## src/rtl/if_fetch_pkg.sv

```systemverilog
// Shared types and constants for the instruction-fetch stage.
package if_fetch_pkg;

  localparam int unsigned INST_ADDR_W = 32;
  localparam int unsigned INST_W      = 32;

  typedef logic [INST_ADDR_W-1:0] inst_addr_t;
  typedef logic [INST_W-1:0]      inst_t;

  localparam inst_t      ZERO_WORD  = '0;
  localparam inst_addr_t INITIAL_PC = '0;
  localparam inst_addr_t PC_STEP    = 32'd4;
  localparam logic       RST_ENABLE = 1'b0;

  typedef enum logic {
    IF_RUN   = 1'b0,
    IF_REDIR = 1'b1
  } if_state_e;

  typedef struct packed {
    inst_addr_t pc;
    inst_t      inst;
  } fetch_entry_t;

endpackage

```

## src/rtl/if_fetch_if.sv

```systemverilog
// Instruction ROM read port: single-outstanding request/ack with same-cycle data.
interface if_fetch_if;
  import if_fetch_pkg::*;

  logic       rom_req_o;
  inst_addr_t rom_addr_o;
  logic       rom_ack_i;
  inst_t      rom_data_i;

  modport master (output rom_req_o, output rom_addr_o, input rom_ack_i, input rom_data_i);
  modport slave  (input rom_req_o, input rom_addr_o, output rom_ack_i, output rom_data_i);

endinterface

```

## src/rtl/if_prefetch_fifo.sv

```systemverilog
// Prefetch queue of {pc, inst} entries; flush takes priority over push.
module if_prefetch_fifo
  import if_fetch_pkg::*;
#(
  parameter int unsigned DEPTH = 4
) (
  input  logic                   clk,
  input  logic                   rst,
  input  logic                   push_i,
  input  fetch_entry_t           push_data_i,
  input  logic                   pop_i,
  input  logic                   flush_i,
  output fetch_entry_t           head_o,
  output logic                   empty_o,
  output logic [$clog2(DEPTH):0] count_o
);

  localparam int unsigned AW = $clog2(DEPTH);
  localparam logic [AW:0] FULL_CNT = (AW+1)'(DEPTH);

  fetch_entry_t   r_mem [DEPTH];
  logic [AW-1:0]  r_rd_ptr;
  logic [AW-1:0]  r_wr_ptr;
  logic [AW:0]    r_count;
  logic           w_push;
  logic           w_pop;

  assign w_pop  = pop_i && (r_count != '0);
  assign w_push = push_i && ((r_count != FULL_CNT) || w_pop);

  always_ff @(posedge clk) begin
    if (rst == RST_ENABLE) begin
      r_rd_ptr <= '0;
      r_wr_ptr <= '0;
      r_count  <= '0;
    end else if (flush_i) begin
      r_rd_ptr <= '0;
      r_wr_ptr <= '0;
      r_count  <= '0;
    end else begin
      if (w_push) r_wr_ptr <= r_wr_ptr + 1'b1;
      if (w_pop)  r_rd_ptr <= r_rd_ptr + 1'b1;
      r_count <= r_count + (AW+1)'(w_push) - (AW+1)'(w_pop);
    end
  end

  always_ff @(posedge clk) begin
    if (w_push && !flush_i) r_mem[r_wr_ptr] <= push_data_i;
  end

  assign head_o  = r_mem[r_rd_ptr];
  assign empty_o = (r_count == '0);
  assign count_o = r_count;

endmodule

```

## src/rtl/if_fetch.sv

```systemverilog
// Fetch stage: PC ownership, single-outstanding ROM reads, prefetch queue and
// IF/ID register, with delay-slot-aware branch redirect.
module if_fetch
  import if_fetch_pkg::*;
#(
  parameter int unsigned DEPTH    = 4,
  parameter inst_addr_t  RESET_PC = INITIAL_PC
) (
  input  logic          clk,
  input  logic          rst,
  input  logic          stall_i,
  input  logic          branch_flag_i,
  input  inst_addr_t    branch_target_address_i,
  if_fetch_if.master    rom,
  output inst_addr_t    pc_o,
  output inst_t         inst_o,
  output logic          valid_o
);

  localparam int unsigned CW = $clog2(DEPTH) + 1;

  if_state_e    r_state, w_state_nxt;
  inst_addr_t   r_fetch_pc, w_fetch_pc_nxt;
  inst_addr_t   r_target, w_target_nxt;
  logic         r_req, w_req_nxt;
  logic         r_drop, w_drop_nxt;
  inst_addr_t   r_pc;
  inst_t        r_inst;
  logic         r_valid;

  fetch_entry_t w_head;
  logic         w_empty;
  logic [CW-1:0] w_count;
  logic [CW-1:0] w_cnt_after;
  logic         w_ack, w_ack_keep, w_inflight, w_take;
  logic         w_bypass, w_push, w_pop, w_flush;
  inst_addr_t   w_ds_pc;

  assign w_ack      = r_req && rom.rom_ack_i;
  assign w_ack_keep = w_ack && !r_drop;
  assign w_inflight = r_req && !w_ack;
  assign w_take     = (r_state == IF_RUN) && branch_flag_i && !stall_i && r_valid;
  assign w_ds_pc    = r_pc + PC_STEP;

  // Empty queue + arriving word + free output: skip the queue for one-cycle latency.
  assign w_bypass = !stall_i && w_empty && w_ack_keep;
  assign w_pop    = !stall_i && !w_empty;
  assign w_push   = w_ack_keep && !w_bypass;

  if_prefetch_fifo #(.DEPTH(DEPTH)) u_fifo (
    .clk         (clk),
    .rst         (rst),
    .push_i      (w_push),
    .push_data_i ({rom.rom_addr_o, rom.rom_data_i}),
    .pop_i       (w_pop),
    .flush_i     (w_flush),
    .head_o      (w_head),
    .empty_o     (w_empty),
    .count_o     (w_count)
  );

  always_comb begin
    w_state_nxt    = r_state;
    w_fetch_pc_nxt = w_ack ? (r_fetch_pc + PC_STEP) : r_fetch_pc;
    w_target_nxt   = r_target;
    w_drop_nxt     = r_drop && !w_ack;
    w_flush        = 1'b0;
    case (r_state)
      IF_RUN: begin
        if (w_take) begin
          if (!w_empty && (w_head.pc == w_ds_pc)) begin
            // Delay slot is at the head: it pops to the output while the rest flushes.
            w_flush = 1'b1;
            if (w_inflight) begin
              w_drop_nxt   = 1'b1;
              w_target_nxt = branch_target_address_i;
              w_state_nxt  = IF_REDIR;
            end else begin
              w_fetch_pc_nxt = branch_target_address_i;
            end
          end else if (w_empty && r_req && (r_fetch_pc == w_ds_pc)) begin
            if (w_ack) begin
              w_fetch_pc_nxt = branch_target_address_i;
            end else begin
              w_target_nxt = branch_target_address_i;
              w_state_nxt  = IF_REDIR;
            end
          end else if (w_empty && !r_req) begin
            w_fetch_pc_nxt = w_ds_pc;
            w_target_nxt   = branch_target_address_i;
            w_state_nxt    = IF_REDIR;
          end
        end
      end
      IF_REDIR: begin
        if (w_ack) begin
          w_fetch_pc_nxt = r_target;
          w_state_nxt    = IF_RUN;
        end
      end
      default: w_state_nxt = IF_RUN;
    endcase
  end

  always_comb begin
    if (w_flush) w_cnt_after = '0;
    else         w_cnt_after = w_count + CW'(w_push) - CW'(w_pop);
    w_req_nxt = w_inflight || (w_cnt_after < CW'(DEPTH));
  end

  always_ff @(posedge clk) begin
    if (rst == RST_ENABLE) begin
      r_state    <= IF_RUN;
      r_fetch_pc <= RESET_PC;
      r_target   <= '0;
      r_req      <= 1'b0;
      r_drop     <= 1'b0;
      r_pc       <= '0;
      r_inst     <= ZERO_WORD;
      r_valid    <= 1'b0;
    end else begin
      r_state    <= w_state_nxt;
      r_fetch_pc <= w_fetch_pc_nxt;
      r_target   <= w_target_nxt;
      r_req      <= w_req_nxt;
      r_drop     <= w_drop_nxt;
      if (!stall_i) begin
        if (w_bypass) begin
          r_pc    <= rom.rom_addr_o;
          r_inst  <= rom.rom_data_i;
          r_valid <= 1'b1;
        end else if (!w_empty) begin
          r_pc    <= w_head.pc;
          r_inst  <= w_head.inst;
          r_valid <= 1'b1;
        end else begin
          r_inst  <= ZERO_WORD;
          r_valid <= 1'b0;
        end
      end
    end
  end

  assign rom.rom_req_o  = r_req;
  assign rom.rom_addr_o = r_fetch_pc;
  assign pc_o           = r_pc;
  assign inst_o         = r_inst;
  assign valid_o        = r_valid;

endmodule

```

## src/flat_wrapper.sv

```systemverilog
// flat-port wrapper written by rule: the top's interface ports become plain ports
module if_fetch_flat import if_fetch_pkg::*;
#(
  parameter int unsigned DEPTH    = 4,
  parameter inst_addr_t  RESET_PC = INITIAL_PC
)
  (clk, rst, stall_i, branch_flag_i, branch_target_address_i, pc_o, inst_o, valid_o, rom_rom_req_o, rom_rom_addr_o, rom_rom_ack_i, rom_rom_data_i);
  if_fetch_if rom_i ();
  input  logic clk;
  input  logic rst;
  input  logic stall_i;
  input  logic branch_flag_i;
  input  inst_addr_t branch_target_address_i;
  output inst_addr_t pc_o;
  output inst_t inst_o;
  output logic valid_o;
  output wire logic [$bits(rom_i.rom_req_o)-1:0] rom_rom_req_o;
  output wire logic [$bits(rom_i.rom_addr_o)-1:0] rom_rom_addr_o;
  input wire logic [$bits(rom_i.rom_ack_i)-1:0] rom_rom_ack_i;
  input wire logic [$bits(rom_i.rom_data_i)-1:0] rom_rom_data_i;
  assign rom_rom_req_o = rom_i.rom_req_o;
  assign rom_rom_addr_o = rom_i.rom_addr_o;
  assign rom_i.rom_ack_i = rom_rom_ack_i;
  assign rom_i.rom_data_i = rom_rom_data_i;
  if_fetch #(.DEPTH(DEPTH), .RESET_PC(RESET_PC)) u_core (.clk(clk), .rst(rst), .stall_i(stall_i), .branch_flag_i(branch_flag_i), .branch_target_address_i(branch_target_address_i), .rom(rom_i), .pc_o(pc_o), .inst_o(inst_o), .valid_o(valid_o));
endmodule
```

## config.mk

```make
export PLATFORM = sky130hd
export DESIGN_NAME = if_fetch_flat
export DESIGN_NICKNAME = d
export VERILOG_FILES = /design/src/rtl/if_fetch_pkg.sv /design/src/rtl/if_fetch_if.sv /design/src/rtl/if_prefetch_fifo.sv /design/src/rtl/if_fetch.sv /design/src/flat_wrapper.sv
export SDC_FILE = /design/constraint.sdc
export NUM_CORES = 1
export LEC_CHECK = 0
export CAP_MARGIN = 10
export CORE_MARGIN = 5
export CORE_UTILIZATION = 25
export DETAILED_ROUTE_END_ITERATION = 16
export PLACE_DENSITY = 0.37
export SLEW_MARGIN = 20
export SYNTH_ARGS = -nofsm -noshare
export SYNTH_HDL_FRONTEND = slang
export SYNTH_HIERARCHICAL = 1
export SYNTH_SLANG_ARGS = --single-unit
```

## constraint.sdc

```tcl
create_clock -name clk -period 10 [get_ports clk]
set_clock_uncertainty 0.15 [all_clocks]
set_input_delay 1 -clock clk [delete_from_list [all_inputs] [get_ports clk]]
set_output_delay 1 -clock clk [all_outputs]
set_load 0.01 [all_outputs]
```

After elaboration in Yosys (flattened, before gate mapping):

Memory sizes are Yosys's and may differ from the RTL's. A register that Yosys moved wholly into a read port is not among the register bits.
Index checks and enable logic that the tools add are counted.

* order comparisons: 1
* multiplexer cells: 39
* reductions and logical operators: 33
* add/subtract/negate cells: 8
* bitwise logic cells: 3
* eq/ne operators: 6

Operators with widths (count)
* 32-bit 2-to-1 mux: 17
* 32-bit by 3-bit adder with 32-bit output, second input constant: 2
* 32-bit == test: 2
* 32-bit case mux with 2 select lines: 1
* 1-bit logical AND: 18
* 1-bit 2-to-1 mux: 17
* 1-bit logical NOT: 7
* 3-bit by 1-bit adder with 3-bit output: 2
* 3-bit inequality test, second input constant: 2
* 3-bit nonzero test: 2
* 3-bit by 1-bit subtractor with 3-bit output: 2
* 5-bit AND reduction: 1
* 2-bit by 1-bit adder with 2-bit output, second input constant: 2
* 2-bit 2-to-1 mux: 2
* 3-bit logical NOT: 1
* 3-bit < comparator, second input constant: 1
* 3-bit 2-to-1 mux: 1
* 1-bit NOT: 3
* 1-bit logical OR: 2
* 2-bit by 1-bit inequality test with 1-bit output, second input constant: 1
* 2-bit inequality test, second input constant: 1
* 1-bit case mux with 2 select lines: 1
* 2-bit AND reduction: 1
* 2-bit OR reduction: 1

* word-level logic and storage cells: 102
* input bits: 69
* output and inout port bits: 98
* memories kept: 1
* register bits after elaboration: 139
* memory bits (writable): 256

Memory list
* u_core.u_fifo.r_mem: depth 4, bits a word 64, read ports 1, clocked after Yosys merged registers in 1, write ports 1, line if_prefetch_fifo.sv:21 `fetch_entry_t r_mem [DEPTH];`

Depth between registers and ports, before layout:

Gate-level depths: netlist of run 1.

* word-level depth: 10
* gate-level depth with buffers: 17
* mapped depth without buffers: 12

Modules after synthesis:

Netlist of run 1, hierarchy kept.

Modules (own cells, without submodules)
* if_fetch: seq. area each 2642.5 sq um, cells each 1313, instances 1, area each 10074.7 sq um
* if_prefetch_fifo: seq. area each 7867.5 sq um, cells each 389, instances 1, area each 9798.1 sq um

Least setup slack after synthesis of run 1:

OpenSTA, ideal clock, no wires.

* path kind: register to register
* start point: register u_core.r_pc[3] (netlist: u_core/pc_o[3])
* end point: memory u_core/u_fifo/r_mem[0][0] (netlist name) (enable)
* setup slack: 2.018 ns
* stages on the path, launching flop included: 13
* arrival time: 7.254 ns
* clock period less this slack: 7.982 ns
* buffers on the path: 2
* library setup time: 0.578 ns
* cell sequence: dfxtp_1 > ha_1 > buf_2 > and4_1 > buf_2 > nand4_1 > nor4_2 > xnor2_1 > xnor2_1 > o2111a_1 > nand2_1 > nor4_1 > nor3b_1

* longest elaborated chain between the ends: 10

Ends and longest elaborated chain
* from (decl): line if_fetch.sv:27 `inst_addr_t r_pc;`
* from (signal assigned): line if_fetch.sv:129 `r_pc <= rom.rom_addr_o;`
* from (signal assigned): line if_fetch.sv:133 `r_pc <= w_head.pc;`
* 32-bit by 3-bit adder with 32-bit output: line if_fetch.sv:43 `assign w_ds_pc = r_pc + PC_STEP;`
* 32-bit == test: line if_fetch.sv:71 `if (!w_empty && (w_head.pc == w_ds_pc)) begin`
* 1-bit logical AND: line if_fetch.sv:71
* 1-bit 2-to-1 mux: line if_fetch.sv:71
* 1-bit 2-to-1 mux: line if_fetch.sv:70 `if (w_take) begin`
* 1-bit 2-to-1 mux: line if_fetch.sv:68 `case (r_state)`
* net u_core.w_flush: line if_fetch.sv:36 `logic w_bypass, w_push, w_pop, w_flush;`
* 1-bit logical NOT: line if_prefetch_fifo.sv:48 `if (w_push && !flush_i) r_mem[r_wr_ptr] <= push_data_i;`
* 1-bit logical AND: line if_prefetch_fifo.sv:48
* 1-bit 2-to-1 mux: line if_prefetch_fifo.sv:48
* 1-bit 2-to-1 mux (not written as such): line if_prefetch_fifo.sv:48
* to (decl): line if_prefetch_fifo.sv:21

The timed path passes the listed nets, and every way through them passes these cells.

==> summary.md, run 1 <==
| Metric | Value |
|---|---|
| Worst vdd ir | `roughly 0.13 mV` |
| R2R cell count | `11` |
| Mux contribution to synthesized area | `0.0947` |
| Critical path endpoint | `u_core/u_fifo/r_mem[3][28]$_DFFE_PP_` |
| Avg Cell Area, Syn | `about 12 µm²` |
| Clk buf depth | `3` |
| DRC violations left | `0` |
| Layout cells sized above 1 | `0.121` |
| Root buffer cell | `clkbuf_16` |
| # H-tree levels | `2` |
| Crit-path max FO | `38` |
| Worst-path clk slew | `approximately 0.060 ns` |
| Fillers | `roughly 8,100` |
| Fmax | `0.163 GHz` |
| Starting Density | `0.252` |
| Worst Path Arrival | `6.23 ns` |
| RSZ-0062 raised after global routing | `no` |
| Final Max Tran Viols | `0` |
| Tightest Hold Check Type | `flip-flop to flip-flop` |
| Global-route wire length before repair | `about 110 mm` |
| Final WL | `around 80 mm` |
| Synth Instances | `~1,700` |
| Final nets | `approximately 1,900` |
| Dominant synthesized flop cell | `edfxtp_1` |
| Area share of and/or/nand/nor cells after synthesis | `0.140` |
| Vias per Instance | `5.21` |
| RR Endpoint | `u_core/u_fifo/r_mem[3][28]$_DFFE_PP_` |
| Largest net degree at the start of global routing | `65` |
| Clock latency on the worst-skew pair | `0.62 ns` |
| Tmin final | `approximately 6.1 ns` |
| P_leak | `approximately 7.6 nW` |
| Slew @ Worst Pin | `about 1.0 ns` |
| Cts hold-fix bufs | `0` |
| Port Buffers | `around 170` |
| Sink Count | `just under 400` |
| Top cells by area, synth | `edfxtp_1 (39%), dfxtp_1 (14%), mux4_2 (6.8%), nand2_1 (2.6%), nor2_1 (2.5%)` |
| ANT nets after route | `0` |
| Wirelength per Cell | `27.3 µm` |
| Layout Utilization | `0.307` |
| Cell area after layout | `around 0.024 mm²` |
| Syn. warnings | `6` |
| Initial antenna violation count | `6` |
| Num ports | `around 170` |
| DR pass1 iterations | `7` |
| Routability cong. | `0.904` |
| Startpoint class of the critical path | `flip-flop` |
| Period utilization | `0.613` |
| Syn_nets | `approximately 1,800` |
| Layout area overhead | `21.8%` |
| TritonCTS Buffers | `48` |
| Fin Setup TNS | `0 ns` |
| Overall Power | `between 5 and 6 mW` |
| Post-synth top area cell | `edfxtp_1` |
| Register-to-register setup slack | `between 3 and 4 ns` |
| Die X | `between 200 and 300 µm` |
| CORE AREA | `about 0.08 mm²` |
| Main combinational cell family by area after synthesis | `simple AND/OR/NAND/NOR gates` |
| CTS tree | `built` |
| Async SR Flop Fraction | `0` |
| Post-CTS setup buffer count | `0` |
| Final setup viols | `0` |
| Number of synthesized flops with an enable pin | `around 260` |
| Synth Area in XOR/XNOR | `0.0556` |
| Via Count | `between 15,000 and 20,000` |
| Yosys top cell area share | `0.387` |
| PostCTS Resize Cnt | `0` |
| Vias in the first global route | `about 15,000` |
| Placed inst area | `approximately 0.023 mm²` |
| Row count | `103` |
| # Max-Cap Violations | `0` |
| Crit. End Element | `flip-flop` |
| Final HPWL DP | `approximately 55 mm` |
| #FFs+latches synth | `397` |
| Final Hold Viols | `0` |
| Critical Path RT | `between 10 and 15 ns` |
| PwrDens | `between 200 and 250 mW/mm²` |
| Crit path kind | `flip-flop to flip-flop` |
| Synth Area in Compound Gates | `0.134` |
| GRT overflow | `0` |
| Mapped Area | `0.0199 mm²` |
| Sequential share of the synthesized area | `0.529` |
| Status | `finished, final reports clean` |
| Die ar. | `around 0.085 mm²` |
| Chip height | `just under 300 µm` |
| Rel. slew slack | `0.323` |
| Adder-cell share of the synthesized area | `0.00730` |
| GRT Overall Usage | `0.179` |
| Drt first-iter violations | `around 1,300` |
| Unique cell type count in the Yosys netlist | `91` |
==> power by group <==
group	internal (mW)	leakage [nW]	switching [mW]	total, mW
Combinational	0.558	3.39	0.854	1.41
Sequential	1.89	3.47	0.138	2.03
Clock	1.01	0.750	0.717	1.73
==> placed cells by master, fill, tap and decap left out, drive strengths merged, types with 52 or more instances in the layout <==
master and instances:
a21oi 93, buf 53, clkbuf 66, clkdlybuf4s50 165, dfxtp 141, edfxtp 256, mux4 64, nand2 141
nand3 52, nor2 135, o21ai 68, xnor2 56
==> cell usage after synthesis (all sizes together), types with 5 or more instances <==
library cell / instances
and3: 24
o21ai: 68
or4: 7
ha: 10
o211ai: 17
nand2b: 17
mux2i: 38
o2111ai: 9
dfxtp: 141
nor4b: 6
a221oi: 5
a211oi: 9
edfxtp: 256
clkbuf: 101
nor3b: 6
a222oi: 33
o211a: 6
xnor3: 11
o221ai: 40
or3b: 5
or3: 7
buf: 38
nor3: 27
a31oi: 14
nor2: 135
a22oi: 5
nand4: 34
o2111a: 7
xor2: 41
o22ai: 18
xnor2: 56
a2111oi: 7
nor4: 20
a21oi: 93
mux4: 64
nor2b: 15
inv: 27
nand3: 52
and2: 15
nand3b: 7
nand2: 141
and4: 10
==> cell type report <==
cell class / instances / area, µm² / share of cell area
Tap cell: 1050 / 1310 / 0.0543
Inverter: 28 / 108 / 0.00445
Clock inverter: 23 / 248 / 0.0102
Multi-Input combinational cell: 1138 / 8660 / 0.358
Clock buffer: 66 / 1300 / 0.0537
Timing Repair Buffer: 218 / 2050 / 0.0846
Antenna cell: 4 / 10.0 / 0.000414
Sequential cell: 397 / 10500 / 0.435
==> through the flow <==
stage          worst slack [ns]  hold slack [ns]  cells
3_5_place_dp               3.91            0.326   2831
4_1_cts                    3.86            0.335   2920
6_report                   3.87            0.332   2924
5_1_grt                    3.48            0.374   2920
3_3_place_gp               3.89            0.309   2831
2_1_floorplan              2.02            0.305   1702
==> worst min-delay path by stage <==
stage | end | slack, ns | depth (start not counted) | start
after global placement | flip-flop | 0.31 | 2 | u_core/u_fifo/r_rd_ptr[1]$_SDFFE_PP0P_
after floorplan | u_core/r_target[11]$_SDFFE_PN0P_ | 0.30 | 2 | u_core/r_target[11]$_SDFFE_PN0P_
final | flip-flop | 0.33 | 2 | u_core/u_fifo/r_rd_ptr[1]$_SDFFE_PP0P_
after global routing | flip-flop | 0.37 | 2 | u_core/u_fifo/r_rd_ptr[1]$_SDFFE_PP0P_
after detailed placement | flip-flop | 0.33 | 2 | u_core/u_fifo/r_rd_ptr[1]$_SDFFE_PP0P_
after CTS | flip-flop | 0.34 | 2 | u_core/u_fifo/r_rd_ptr[1]$_SDFFE_PP0P_
==> metal layers <==
metal / GRT usage / vias to the layer above / part of all wire
met5: 0 / - / 0.00065
met3: 0.0313 / 109 / 0.056
met1: 0.248 / 7810 / 0.45
met2: 0.295 / 487 / 0.47
met4: 0.0441 / 8 / 0.025
li1: - / 6834 / -
==> cell families after synthesis <==
group / count (synthesis)
and+or+nand+nor: 537
buffers and inverters: 167
xor gates and xnor gates: 108
muxes: 106
DFF: 397
adders and majority gates: 11
AOI/OAI and AO/OA: 376
==> worst max-delay path, cell delays in order, from the launching register on <==
cell and delay [ns]:
dfxtp_4 0.79, buf_4 0.78, mux4_2 0.73, a32oi_1 0.33, nand2_1 0.08, or4_1 0.63, or4_1 0.62, nor4_2 0.47
buf_4 0.26, nor3b_2 0.06, buf_4 0.31, buf_4 0.40
==> state kept, by name, indices dropped and copies added, names as in the netlist, named ones only <==
register                flops
u_core/u_fifo/r_mem       256
u_core/valid_o              1
u_core/inst_o              32
u_core/r_drop               1
u_core/r_state              1
u_core/u_fifo/r_rd_ptr      2
u_core/u_fifo/count_o       3
u_core/u_fifo/r_wr_ptr      2
u_core/r_target            32
u_core/rom.rom_addr_o       3
u_core/rom.rom_req_o        1
u_core/pc_o                32
Power figures use the tool's default switching activity.
==> inputs of run 2 (changes only) <==
Settings changed: PLACE_DENSITY 0.37 to 0.38.
Clock period 10 ns to 5.18 ns, I/O delays scaled along.
==> summary.md, run 2 (synthesized netlist as in run 1, its figures left out) <==
| Metric | Value |
|---|---|
| Status | `finished, final reports clean` |
| Drt first-iter violations | `1,429 (+13%)` |
| Critical Path RT | `5.55 ns (-4.55 ns)` |
| Tmin final | `4.92 ns (-1.21 ns)` |
| Global-route wire length before repair | `113 mm (-1.3%)` |
| RSZ-0062 raised after global routing | `no` |
| Vias per Instance | `5.17 (-0.81%)` |
| PostCTS Resize Cnt | `0 (unchanged)` |
| Num ports | `167 (unchanged)` |
| Final setup viols | `0 (unchanged)` |
| Reg with most FFs | `u_core/u_fifo/r_mem` |
| Reg2reg start | `u_core/pc_o[5]$_SDFFE_PN0P_` |
| GRT Overall Usage | `0.176 (-0.00340)` |
| Final nets | `1,976 (+3.4%)` |
| R2R cell count | `14 (+3)` |
| Tightest Hold Check Type | `input port to flip-flop` |
| Hold depth | `3 (+1)` |
| DRC violations left | `0 (unchanged)` |
| Wirelength per Cell | `25.8 µm (-5.4%)` |
| Startpoint class of the critical path | `flip-flop` |
| ANT nets after route | `0 (unchanged)` |
| Hold Startpoint | `stall_i` |
| Post-CTS setup buffer count | `0 (unchanged)` |
| Register-to-register setup slack | `0.26 ns (-3.61 ns)` |
| Worst vdd ir | `0.255 mV (+94%)` |
| Via Count | `15,500 (+1.6%)` |
| Initial antenna violation count | `12 (+6)` |
| Layout area overhead | `25.4%` |
| Slew @ Worst Pin | `0.931 ns (-0.0749 ns)` |
| Worst-path clk slew | `0.06 ns (about the same)` |
| Worst Hold End | `u_core/valid_o$_SDFFE_PN0N_` |
| P_leak | `8.00 nW (+5.2%)` |
| Port Buffers | `166 (unchanged)` |
| CTS tree | `built` |
| Commonest non-fill, non-tap cell in the layout | `edfxtp_1` |
| Crit. End Element | `flip-flop` |
| Worst Path Arrival | `5.29 ns (-0.94 ns)` |
| Routability cong. | `0.896 (-0.87%)` |
| Fmax | `0.203 GHz (+25%)` |
| Layout cells sized above 1 | `0.153 (+0.0320)` |
| Clock latency on the worst-skew pair | `0.61 ns (about the same)` |
| Clk buf depth | `3 (unchanged)` |
| Root buffer cell | `clkbuf_16` |
| Max reg flops | `256 (unchanged)` |
| Cts hold-fix bufs | `0 (unchanged)` |
| Crit path kind | `flip-flop to flip-flop` |
| TritonCTS Buffers | `48 (unchanged)` |
| GRT overflow | `0 (unchanged)` |
| Starting Density | `0.252 (unchanged)` |
| # H-tree levels | `2 (unchanged)` |
| Largest net degree at the start of global routing | `49 (-25%)` |
| # Max-Cap Violations | `0 (unchanged)` |
| Row count | `103 (unchanged)` |
| Die ar. | `0.0852 mm² (unchanged)` |
| Crit-path max FO | `13 (-66%)` |
| Final Hold Viols | `0 (unchanged)` |
| Rel. slew slack | `0.364 (+0.0401)` |
| Sink Count | `397 (unchanged)` |
| DR pass1 iterations | `6 (-1)` |
| Final WL | `77.3 mm (-3.1%)` |
| Vias in the first global route | `15,700 (+2.8%)` |
| WHS | `0.157 ns (-0.175 ns)` |
| Fin Setup TNS | `0 ns (unchanged)` |
| Final HPWL DP | `56.0 mm (+1.3%)` |
| Period utilization | `0.950 (+0.337)` |
| Die X | `292 µm (unchanged)` |
| Chip height | `292 µm (unchanged)` |
| CORE AREA | `0.0789 mm² (unchanged)` |
| PwrDens | `404 mW/mm² (+89%)` |
| Final Max Tran Viols | `0 (unchanged)` |
| Most frequent cells in the layout | `edfxtp_1 (256), clkdlybuf4s50_1 (165), nand2_1 (140)` |
[run 2: changes by cell type in the layout (fill, tap and decap cells not counted), sizes merged]
cell,delta
clkinv,-1
bufinv,+1
inv,+1
buf,+65
diode,+5
[run 2: where the power goes]
group          switching [mW]  internal (mW)  total (mW)
Sequential              0.183           3.65        3.84
Clock                    1.39           2.03        3.42
Combinational            1.66           1.15        2.81
Total                    3.24           6.83        10.1
[run 2: layout make-up]
type / instances / area [µm²]
Antenna cell: 9 / 22.5
Timing Repair Buffer: 283 / 2680
Clock buffer: 66 / 1310
Inverter: 28 / 108
Tap cell: 1050 / 1310
Sequential cell: 397 / 10500
Clock inverter: 24 / 285
Multi-Input combinational cell: 1138 / 8680
Fill cell: 8108 / 54000
[run 2: worst max-delay path, cell delays in order, from the launching register on]
cell and delay, ns:
dfxtp_1 0.60, and4_1 0.39, nand3_1 0.29, buf_4 0.28, nor2_1 0.29, xnor2_1 0.30, a221oi_1 0.66, nand4_1 0.31
and4b_1 0.46, a21oi_2 0.22, a21oi_2 0.20, buf_4 0.19, o21ai_2 0.08, buf_4 0.17, o22ai_1 0.20
[run 2: metrics by stage]
step                instances  utilization  cell area, µm²  total power [mW]  setup WS, ns
detailed placement       2896        0.295           23300              6.72         0.292
global route             2987        0.316           24900              10.6        0.0532
floorplan                1702            -           19900              5.52        -0.530
global placement         2895        0.295           23300              6.70         0.288
finish                   2995        0.316           24900              10.1         0.257
CTS                      2986        0.316           24900              10.2         0.287
[run 2: how the worst max path moves through the flow]
stage	from	end	slack (ns)	cells past startpoint
2_1_floorplan	u_core/pc_o[3]$_SDFFE_PN0P_	u_core/u_fifo/r_mem[1][0]$_DFFE_PP_	-0.53	12
3_3_place_gp	u_core/pc_o[2]$_SDFFE_PN0P_	u_core/r_target[22]$_SDFFE_PN0P_	0.29	14
3_5_place_dp	flip-flop	flip-flop	0.29	13
4_1_cts	flip-flop	flip-flop	0.29	13
5_1_grt	u_core/pc_o[5]$_SDFFE_PN0P_	flip-flop	0.05	13
6_report	u_core/pc_o[5]$_SDFFE_PN0P_	flip-flop	0.26	14
[run 2: per-layer routing]
layer | wire (µm) | global-route usage
met1 | 33200 | 0.233
met2 | 36400 | 0.290
met3 | 4940 | 0.0364
met4 | 2680 | 0.0590
met5 | 47 | 0
==> inputs of run 3 (changes only) <==
Settings changed: SKIP_LAST_GASP from default to 1.
==> results of run 3 <==
No change in the layout: final DEF, timing and power equal those of run 2.
